==> config.mk <==
export PLATFORM = sky130hd
export DESIGN_NAME = vedic_seq_divider
export DESIGN_NICKNAME = d
export VERILOG_FILES = /design/src/rtl/vedic_seq_divider_pkg.sv /design/src/rtl/vedic_seq_divider_div_restore_step.sv /design/src/rtl/vedic_seq_divider.sv
export SDC_FILE = /design/constraint.sdc
export NUM_CORES = 1
export LEC_CHECK = 0
export ABC_CLOCK_PERIOD_IN_PS = 5800
export BUFFER_PORTS_ARGS = -buffer_cell sky130_fd_sc_hd__buf_2
export CORE_MARGIN = 2
export CORE_UTILIZATION = 31
export DETAILED_ROUTE_END_ITERATION = 8
export PLACE_DENSITY = 0.59
export SYNTH_ARGS = -nofsm -noshare
export SYNTH_HDL_FRONTEND = slang
export SYNTH_SLANG_ARGS = --single-unit
==> constraint.sdc <==
create_clock -name clk -period 5.8 [get_ports clk]
set_clock_uncertainty 0.05 [all_clocks]
set_input_delay 0.87 -clock clk [delete_from_list [all_inputs] [get_ports clk]]
set_output_delay 0.87 -clock clk [all_outputs]
set_load 0.005 [all_outputs]
==> src/rtl/vedic_seq_divider_pkg.sv <==
//------------------------------------------------------------------------------
// Module : vedic_seq_divider_pkg
// Brief  : Shared types and constants for the sequential restoring divider.
// Rev    : 1.0  initial release
//------------------------------------------------------------------------------
`default_nettype none

package vedic_seq_divider_pkg;

  // Default operand width for the divider datapath
  localparam int DEFAULT_WIDTH = 16;

  // Quotient reported when the divisor is zero (all ones at the default width)
  localparam logic [DEFAULT_WIDTH-1:0] DIV0_Q = '1;

  // Controller states
  typedef enum logic [1:0] {
    ST_IDLE = 2'd0,
    ST_CALC = 2'd1,
    ST_DONE = 2'd2
  } div_state_t;

endpackage : vedic_seq_divider_pkg

`default_nettype wire

==> src/rtl/vedic_seq_divider_div_restore_step.sv <==
//------------------------------------------------------------------------------
// Module : div_restore_step
// Brief  : One combinational restoring-division iteration. Shifts the next
//          dividend bit into the partial remainder, trial-subtracts the
//          divisor and keeps the difference when it does not borrow.
// Rev    : 1.0  initial release
//------------------------------------------------------------------------------
`default_nettype none

module div_restore_step #(
  parameter int WIDTH = 16
) (
  input  logic [WIDTH:0]   i_rem,
  input  logic             i_bit,
  input  logic [WIDTH-1:0] i_divisor,
  output logic [WIDTH:0]   o_rem,
  output logic             o_qbit
);

  // Shifted remainder carries one extra bit so the borrow of the trial
  // subtraction lands in the MSB of w_trial.
  logic [WIDTH+1:0] w_shifted;
  logic [WIDTH+1:0] w_trial;
  logic             w_borrow;

  // Trial subtraction and restore selection
  always_comb begin
    w_shifted = {i_rem, i_bit};
    w_trial   = w_shifted - {2'b00, i_divisor};
    w_borrow  = w_trial[WIDTH+1];
    o_qbit    = ~w_borrow;
    o_rem     = w_borrow ? w_shifted[WIDTH:0] : w_trial[WIDTH:0];
  end

endmodule : div_restore_step

`default_nettype wire

==> src/rtl/vedic_seq_divider.sv <==
//------------------------------------------------------------------------------
// Module : vedic_seq_divider
// Brief  : Multi-cycle unsigned restoring divider, one quotient bit per cycle.
//          Quotient bits are shifted into the dividend register as the
//          dividend bits are consumed, so a single register holds both.
// Rev    : 1.0  initial release
//------------------------------------------------------------------------------
`default_nettype none

module vedic_seq_divider
  import vedic_seq_divider_pkg::*;
#(
  parameter int WIDTH = DEFAULT_WIDTH,
  parameter int CNT_W = $clog2(WIDTH + 1)
) (
  input  logic             clk,
  input  logic             rst_n,
  input  logic             start,
  input  logic [WIDTH-1:0] a,
  input  logic [WIDTH-1:0] b,
  output logic             busy,
  output logic             done,
  output logic [WIDTH-1:0] q,
  output logic [WIDTH-1:0] r,
  output logic             div_by_zero
);

  localparam logic [CNT_W-1:0] C_CNT_INIT = CNT_W'(WIDTH);
  localparam logic [CNT_W-1:0] C_CNT_ONE  = CNT_W'(1);

  div_state_t       r_state;
  logic [CNT_W-1:0] r_cnt;
  logic [WIDTH-1:0] r_dvd;      // dividend bits out, quotient bits in
  logic [WIDTH-1:0] r_dvs;
  logic [WIDTH:0]   r_rem;
  logic             r_busy;
  logic             r_done;
  logic [WIDTH-1:0] r_q;
  logic [WIDTH-1:0] r_r;
  logic             r_dz;

  logic [WIDTH:0]   w_rem_next;
  logic             w_qbit;

  div_restore_step #(
    .WIDTH (WIDTH)
  ) u_step (
    .i_rem     (r_rem),
    .i_bit     (r_dvd[WIDTH-1]),
    .i_divisor (r_dvs),
    .o_rem     (w_rem_next),
    .o_qbit    (w_qbit)
  );

  // Controller, iteration counter, working registers and registered results
  always_ff @(posedge clk or negedge rst_n) begin
    if (!rst_n) begin
      r_state <= ST_IDLE;
      r_cnt   <= '0;
      r_dvd   <= '0;
      r_dvs   <= '0;
      r_rem   <= '0;
      r_busy  <= 1'b0;
      r_done  <= 1'b0;
      r_q     <= '0;
      r_r     <= '0;
      r_dz    <= 1'b0;
    end else begin
      case (r_state)
        ST_IDLE: begin
          r_done <= 1'b0;
          if (start) begin
            r_busy <= 1'b1;
            r_dvd  <= a;
            r_dvs  <= b;
            r_rem  <= '0;
            if (b == '0) begin
              // Divide by zero finishes immediately with a saturated quotient
              r_q     <= '1;
              r_r     <= a;
              r_dz    <= 1'b1;
              r_done  <= 1'b1;
              r_state <= ST_DONE;
            end else begin
              r_cnt   <= C_CNT_INIT;
              r_dz    <= 1'b0;
              r_state <= ST_CALC;
            end
          end
        end

        ST_CALC: begin
          r_dvd <= {r_dvd[WIDTH-2:0], w_qbit};
          r_rem <= w_rem_next;
          r_cnt <= r_cnt - C_CNT_ONE;
          if (r_cnt == C_CNT_ONE) begin
            // Last iteration: publish results on the edge entering DONE
            r_q     <= {r_dvd[WIDTH-2:0], w_qbit};
            r_r     <= w_rem_next[WIDTH-1:0];
            r_done  <= 1'b1;
            r_state <= ST_DONE;
          end
        end

        ST_DONE: begin
          r_done  <= 1'b0;
          r_busy  <= 1'b0;
          r_state <= ST_IDLE;
        end

        default: begin
          r_done  <= 1'b0;
          r_busy  <= 1'b0;
          r_state <= ST_IDLE;
        end
      endcase
    end
  end

  // Outputs come straight from registers
  always_comb begin
    busy        = r_busy;
    done        = r_done;
    q           = r_q;
    r           = r_r;
    div_by_zero = r_dz;
  end

endmodule : vedic_seq_divider

`default_nettype wire

After elaboration in Yosys (flattened, before gate mapping)
Index checks and enable logic that the tools add are counted.

Register bits: 91. Output and inout port bits: 35.

$add $sub $neg: 2. Equal/unequal tests: 6. Mux-type cells: 26. Bitwise gates (word level): 2. Reductions and logical operators: 9.

Operator list (number): 16-bit two-way mux (7); 16-bit one-hot mux with 2 select lines (3); 17-bit two-way mux (2); 17-bit one-hot mux with 2 select lines (1); 18-bit by 16-bit subtractor with 18-bit output (1); 16-bit zero test (1); 5-bit two-way mux (2); 5-bit one-hot mux with 2 select lines (1); 2-bit != test (second input constant) (4); 2-bit AND reduction (4); 2-bit two-way mux (3); 5-bit by 1-bit equality test with 1-bit output (second input constant) (1); 5-bit by 1-bit subtractor with 5-bit output (second input constant) (1); 1-bit two-way mux (4); 1-bit one-hot mux with 2 select lines (2); 2-bit one-hot mux with 2 select lines (1); 4-bit AND reduction (1); 3-bit AND reduction (1); 2-bit by 1-bit equality test with 1-bit output (second input constant) (1); 2-bit zero test (1); 1-bit inverter (2); 2-bit nonzero test (1).

Longest topological paths before layout
Depth after elaboration: 4. Gate-level depth with buffers: 13.

Modules after synthesis
From an unflattened synthesis, not the netlist that was laid out.

Cells, all modules: 472. Area total of the unflattened synthesis: 4969.8 um^2.

By module, submodules not included: vedic_seq_divider (times used 1, cells an instance 324, area each 3818.7 um^2, seq. area each 2277.2 um^2); div_restore_step (times used 1, cells an instance 148, area each 1151.1 um^2, seq. area each 0.0 um^2).

Worst setup path after synthesis
No wires, ideal clock.

Path type: flip-flop to flip-flop. Start: register r_dvd[15]. End: register r_rem[16]. Setup time: 121 ps. Data arrival time: 2572 ps. Required time: 5629 ps. Path slack: 3058 ps. Stages on the path, launching flop included: 13. Path through: dfrtp_1 > inv_1 > ha_1 > inv_1 > fa_1 > a21o_1 > a22oi_2 > o221ai_2 > or4b_4 > a31o_1 > a211oi_2 > xnor2_1 > o21ai_1.

Longest elaborated chain between the ends: 3.

RTL lines: start: declaration (line vedic_seq_divider.sv:33) `logic [WIDTH-1:0] r_dvd;`; start signal: assignment (line vedic_seq_divider.sv:93) `r_dvd <= {r_dvd[WIDTH-2:0], w_qbit};`; 18-bit by 16-bit subtractor with 18-bit output (line vedic_seq_divider_div_restore_step.sv:29) `w_trial = w_shifted - {2'b00, i_divisor};`; 17-bit two-way mux (line vedic_seq_divider_div_restore_step.sv:32) `o_rem = w_borrow ? w_shifted[WIDTH:0] : w_trial[WIDTH:0];`; 17-bit one-hot mux with 2 select lines (line vedic_seq_divider.sv:69) `case (r_state)`; end signal: assignment (line vedic_seq_divider.sv:94) `r_rem <= w_rem_next;`; end: declaration (line vedic_seq_divider.sv:35) `logic [WIDTH:0] r_rem;`.

No other way between the ends. A chain may end at the register's enable or synchronous reset.

Worst setup path after layout
Start: register r_rem[7]. End: register r_r[4] (netlist: r[4]).

Longest elaborated chain between the ends: 4.

RTL lines: 18-bit by 16-bit subtractor with 18-bit output (line vedic_seq_divider_div_restore_step.sv:29); 17-bit two-way mux (line vedic_seq_divider_div_restore_step.sv:32); 16-bit two-way mux (line vedic_seq_divider.sv:96) `if (r_cnt == C_CNT_ONE) begin`; 16-bit one-hot mux with 2 select lines (line vedic_seq_divider.sv:69); end signal: assignment (line vedic_seq_divider.sv:99) `r_r <= w_rem_next[WIDTH-1:0];`; end: declaration (line vedic_seq_divider.sv:39) `logic [WIDTH-1:0] r_r;`.

No other way between the ends. The select of a mux whose other input is x is not followed.

==> metrics.csv <==
stage;metric;value;unit
run_status;outcome;completed;
cells_and_area;drive_gt1_frac;0.1854;
synthesis;yosysSeqAreaShare;0.4738;
sta;setup_viol;0;
worst_setup_path;critical_path_class;reg2reg;
power_and_ir_drop;irDropWorstVdd;0.2237;mV
route;postRouteAntennaNets;0;
die;die_h;128.5;µm
cells_and_area;synthToLayoutAreaGrowth;15.93;%
global_routing;grt_max_degree;50;
route;avgViaCountPerCell;5.032;
route;remaining_drc_errors;0;
sta;holdWs;413.3;ps
cts;cts_hold_buf;0;
synthesis;synth_area;0.004806;mm²
worst_setup_path;cp-start-kind;flop;
sta;slew_headroom;0.3418;
sta;tns;0;ps
worst_setup_path;crit_path_max_fanout;14;
synthesis;synth.distinct_cells;60;
worst_setup_path;end_kind;flop;
sta;fmax;293.6;MHz
cts;clk_pin_slew_worst_paths;70;ps
global_routing;grt.overflow.total;0;
power_and_ir_drop;powerDensity;702.4;mW/mm²
cts;cts_resized;0;
route;avgRoutedWirePerCell;15.98;µm
sta;fin_ws;2394;ps
worst_setup_path;cpPeakStageDelay;660;ps
cts;cts_sinks;91;
die;io_pins;70;
synthesis;avgSynthCellArea;9.119;µm²
synthesis;synth_warnings;0;
worst_setup_path;critPathTopFamily;compound AO/OA/AOI/OAI gates;
global_routing;antenna_found_initial;0;
power_and_ir_drop;power.leakage;2.687;nW
cts;cts_buffers;9;
cts;htreeDepth;3;
placed_design;placed_cell_area;0.005273;mm²
worst_hold_path;holdCritPathClass;reg2reg;
worst_setup_path;cp_cell_sequence;ha_1 -> a21oi_1 -> o221ai_1 -> a221oi_2 -> o21a_2 -> o211a_1 -> mux2i_1 -> a21oi_1 -> a21o_1;
cells_and_area;utilization;0.3665;
sta;hold_viol;0;
die;die_area;0.01651;mm²
placed_design;place.gp.congestion;0.8559;
sta;period_minus_slack;3406;ps
synthesis;synth_ff_type;dfrtp_1;
die;rows;45;
die;fp.coreArea;0.01520;mm²
placed_design;dp_slack;2059;ps
synthesis;ys_ff_latch;91;
cells_and_area;stdcell_count;776;
cells_and_area;fillCellCount;1555;
worst_setup_path;slowest_stage;o211a_1;
worst_setup_path;cp_common_cell;a21oi_1;
sta;maxSlewViolCount;0;
cts;cts_buffer_depth;2;
cells_and_area;nets;637;
synthesis;synth_edf_count;0;
cells_and_area;final_cell_area;0.005572;mm²
route;dr.pass1.iters;4;
route;drt_iter0_markers;262;
die;die_w;128.5;µm
cts;clock-root-buffer;clkbuf_16;
cts;insertion_delay;340;ps
job;max-cap-violations;0;
placed_design;io_buffer_count;69;
die;start_util;0.3161;
global_routing;grt_pass1_wl;20530;µm
power_and_ir_drop;power.total;3.914;mW
cells_and_area;antenna_cells;0;
cts;cts_tree;built;
sta;worst_slew_pin_slew;987.2;ps
global_routing;track_usage;0.1582;
route;vias;3905;
sta;timing.final.crit_share;0.5872;
placed_design;dpl.hpwl;9052;µm
worst_setup_path;cp.arrival;3590;ps
synthesis;async_flop_share;1.000;
synthesis;syn-num-nets;581;
synthesis;synth_cells;527;
route;totalWireLength;12400;µm
sta;rsz0062_at_grt;false;
worst_setup_path;worstPathRequired;5990;ps
worst_setup_path;worst-path-buf-inv;0;
global_routing;grt_pass1_vias;4055;
placed_design;placed_cells;760;
cts;cts_setup_buffers;0;
==> worst register-to-register path, delay by kind of cell (launching register included) <==
family          cells  cell delay (ps)
mux                 1              470
compound gates      7             1960
flops               1              410
fa+ha+maj           1              410
==> cell usage after synthesis (all sizes together) (2+ instances only) <==
master | instances | share of area
nand2 | 113 | 0.088
dfrtp | 91 | 0.47
o21ai | 62 | 0.065
nor2 | 35 | 0.027
inv | 25 | 0.020
clkbuf | 21 | 0.018
a21oi | 19 | 0.021
a31oi | 19 | 0.025
ha | 18 | 0.047
a21o | 15 | 0.023
mux2i | 14 | 0.029
xnor2 | 12 | 0.022
buf | 8 | 0.014
nand3 | 7 | 0.0073
and2 | 5 | 0.0065
xor2 | 5 | 0.0091
a22oi | 4 | 0.0073
nor3 | 4 | 0.0042
nor4 | 4 | 0.0052
o221ai | 4 | 0.0086
nand4 | 3 | 0.0039
a21bo | 2 | 0.0042
a221oi | 2 | 0.0049
a31o | 2 | 0.0036
and3 | 2 | 0.0029
and4 | 2 | 0.0036
mux2 | 2 | 0.0047
nand2b | 2 | 0.0026
nor2b | 2 | 0.0026
o2111ai | 2 | 0.0036
o211ai | 2 | 0.0042
o21a | 2 | 0.0034
or2 | 2 | 0.0026
or3 | 2 | 0.0029
==> report_power, final <==
group	leakage, nW	total (mW)	internal (mW)	switching, mW
registers	1.11	1.14	0.947	0.192
clock network	0.146	0.606	0.337	0.269
logic	1.43	2.17	0.872	1.30
==> layout make-up <==
cell class	count	area, µm²	area share
tap	188	235.2	0.04222
sequential	91	2277	0.4087
clock inverter	7	73.82	0.01325
inverter	25	93.84	0.01684
clock buffer	9	225.2	0.04042
multi-input combinational	382	2281	0.4094
timing repair buffer	74	385.4	0.06917
==> state kept, by name, indices dropped and copies added, names as in the netlist <==
signal,cells
done,1
r_rem,17
r_cnt,5
r,16
busy,1
r_dvs,16
div_by_zero,1
q,16
r_state,2
r_dvd,16
==> cell families (layout without fill, tap and decap cells) <==
family	count (synthesis)	in the layout	synth area share
simple gates	185	185	0.1645
compound gates	145	145	0.1937
flops	91	91	0.4738
buf+inv	54	115	0.05207
fa+ha+maj	19	19	0.05103
xor+xnor	17	17	0.03098
mux	16	16	0.03384
==> metal layers <==
metal	vias to the layer above	routed length, µm	track usage
li1	1940	-	-
met1	1892	5568	0.1983
met2	55	6252	0.2747
met3	18	345	0.03035
met4	0	233	0.05371
met5	-	0	0
==> worst paths after layout <==
check	endpoint	start	depth (start not counted)	slack [ps]
max reg2reg	r[4]	r_rem[7]	9	2390
min	q[11]	q[11]	2	410
min in group asynchronous	q[3]	rst_n	1	470
max	r[4]	r_rem[7]	9	2390
max in group asynchronous	r_rem[6]	rst_n	2	4200
min reg2reg	q[11]	q[11]	2	410
==> layout by cell type, fill, tap and decap left out, types with 2 or more instances in the layout <==
cell       Yosys  layout
a21bo_2        2       2
a21o_1        15      15
a21oi_1       18      18
a22oi_1        3       3
a31oi_1       19      19
and2_1         5       5
and4_1         2       2
buf_2          3      68
buf_4          1       6
clkbuf_16      0       9
clkinv_2       0       2
dfrtp_1       91      91
ha_1          18      18
inv_1         25      25
inv_6          0       2
mux2_2         2       2
mux2i_1       14      14
nand2_1      113     113
nand2b_1       2       2
nand3_1        7       7
nand4_1        3       3
nor2_1        35      35
nor3_1         4       4
nor4_1         4       4
o2111ai_1      2       2
o21ai_0       58      58
o21ai_1        4       4
o221ai_1       3       3
or2_2          2       2
xnor2_1       12      12
xor2_1         5       5
Note: power is estimated with default switching activity, not from simulation.
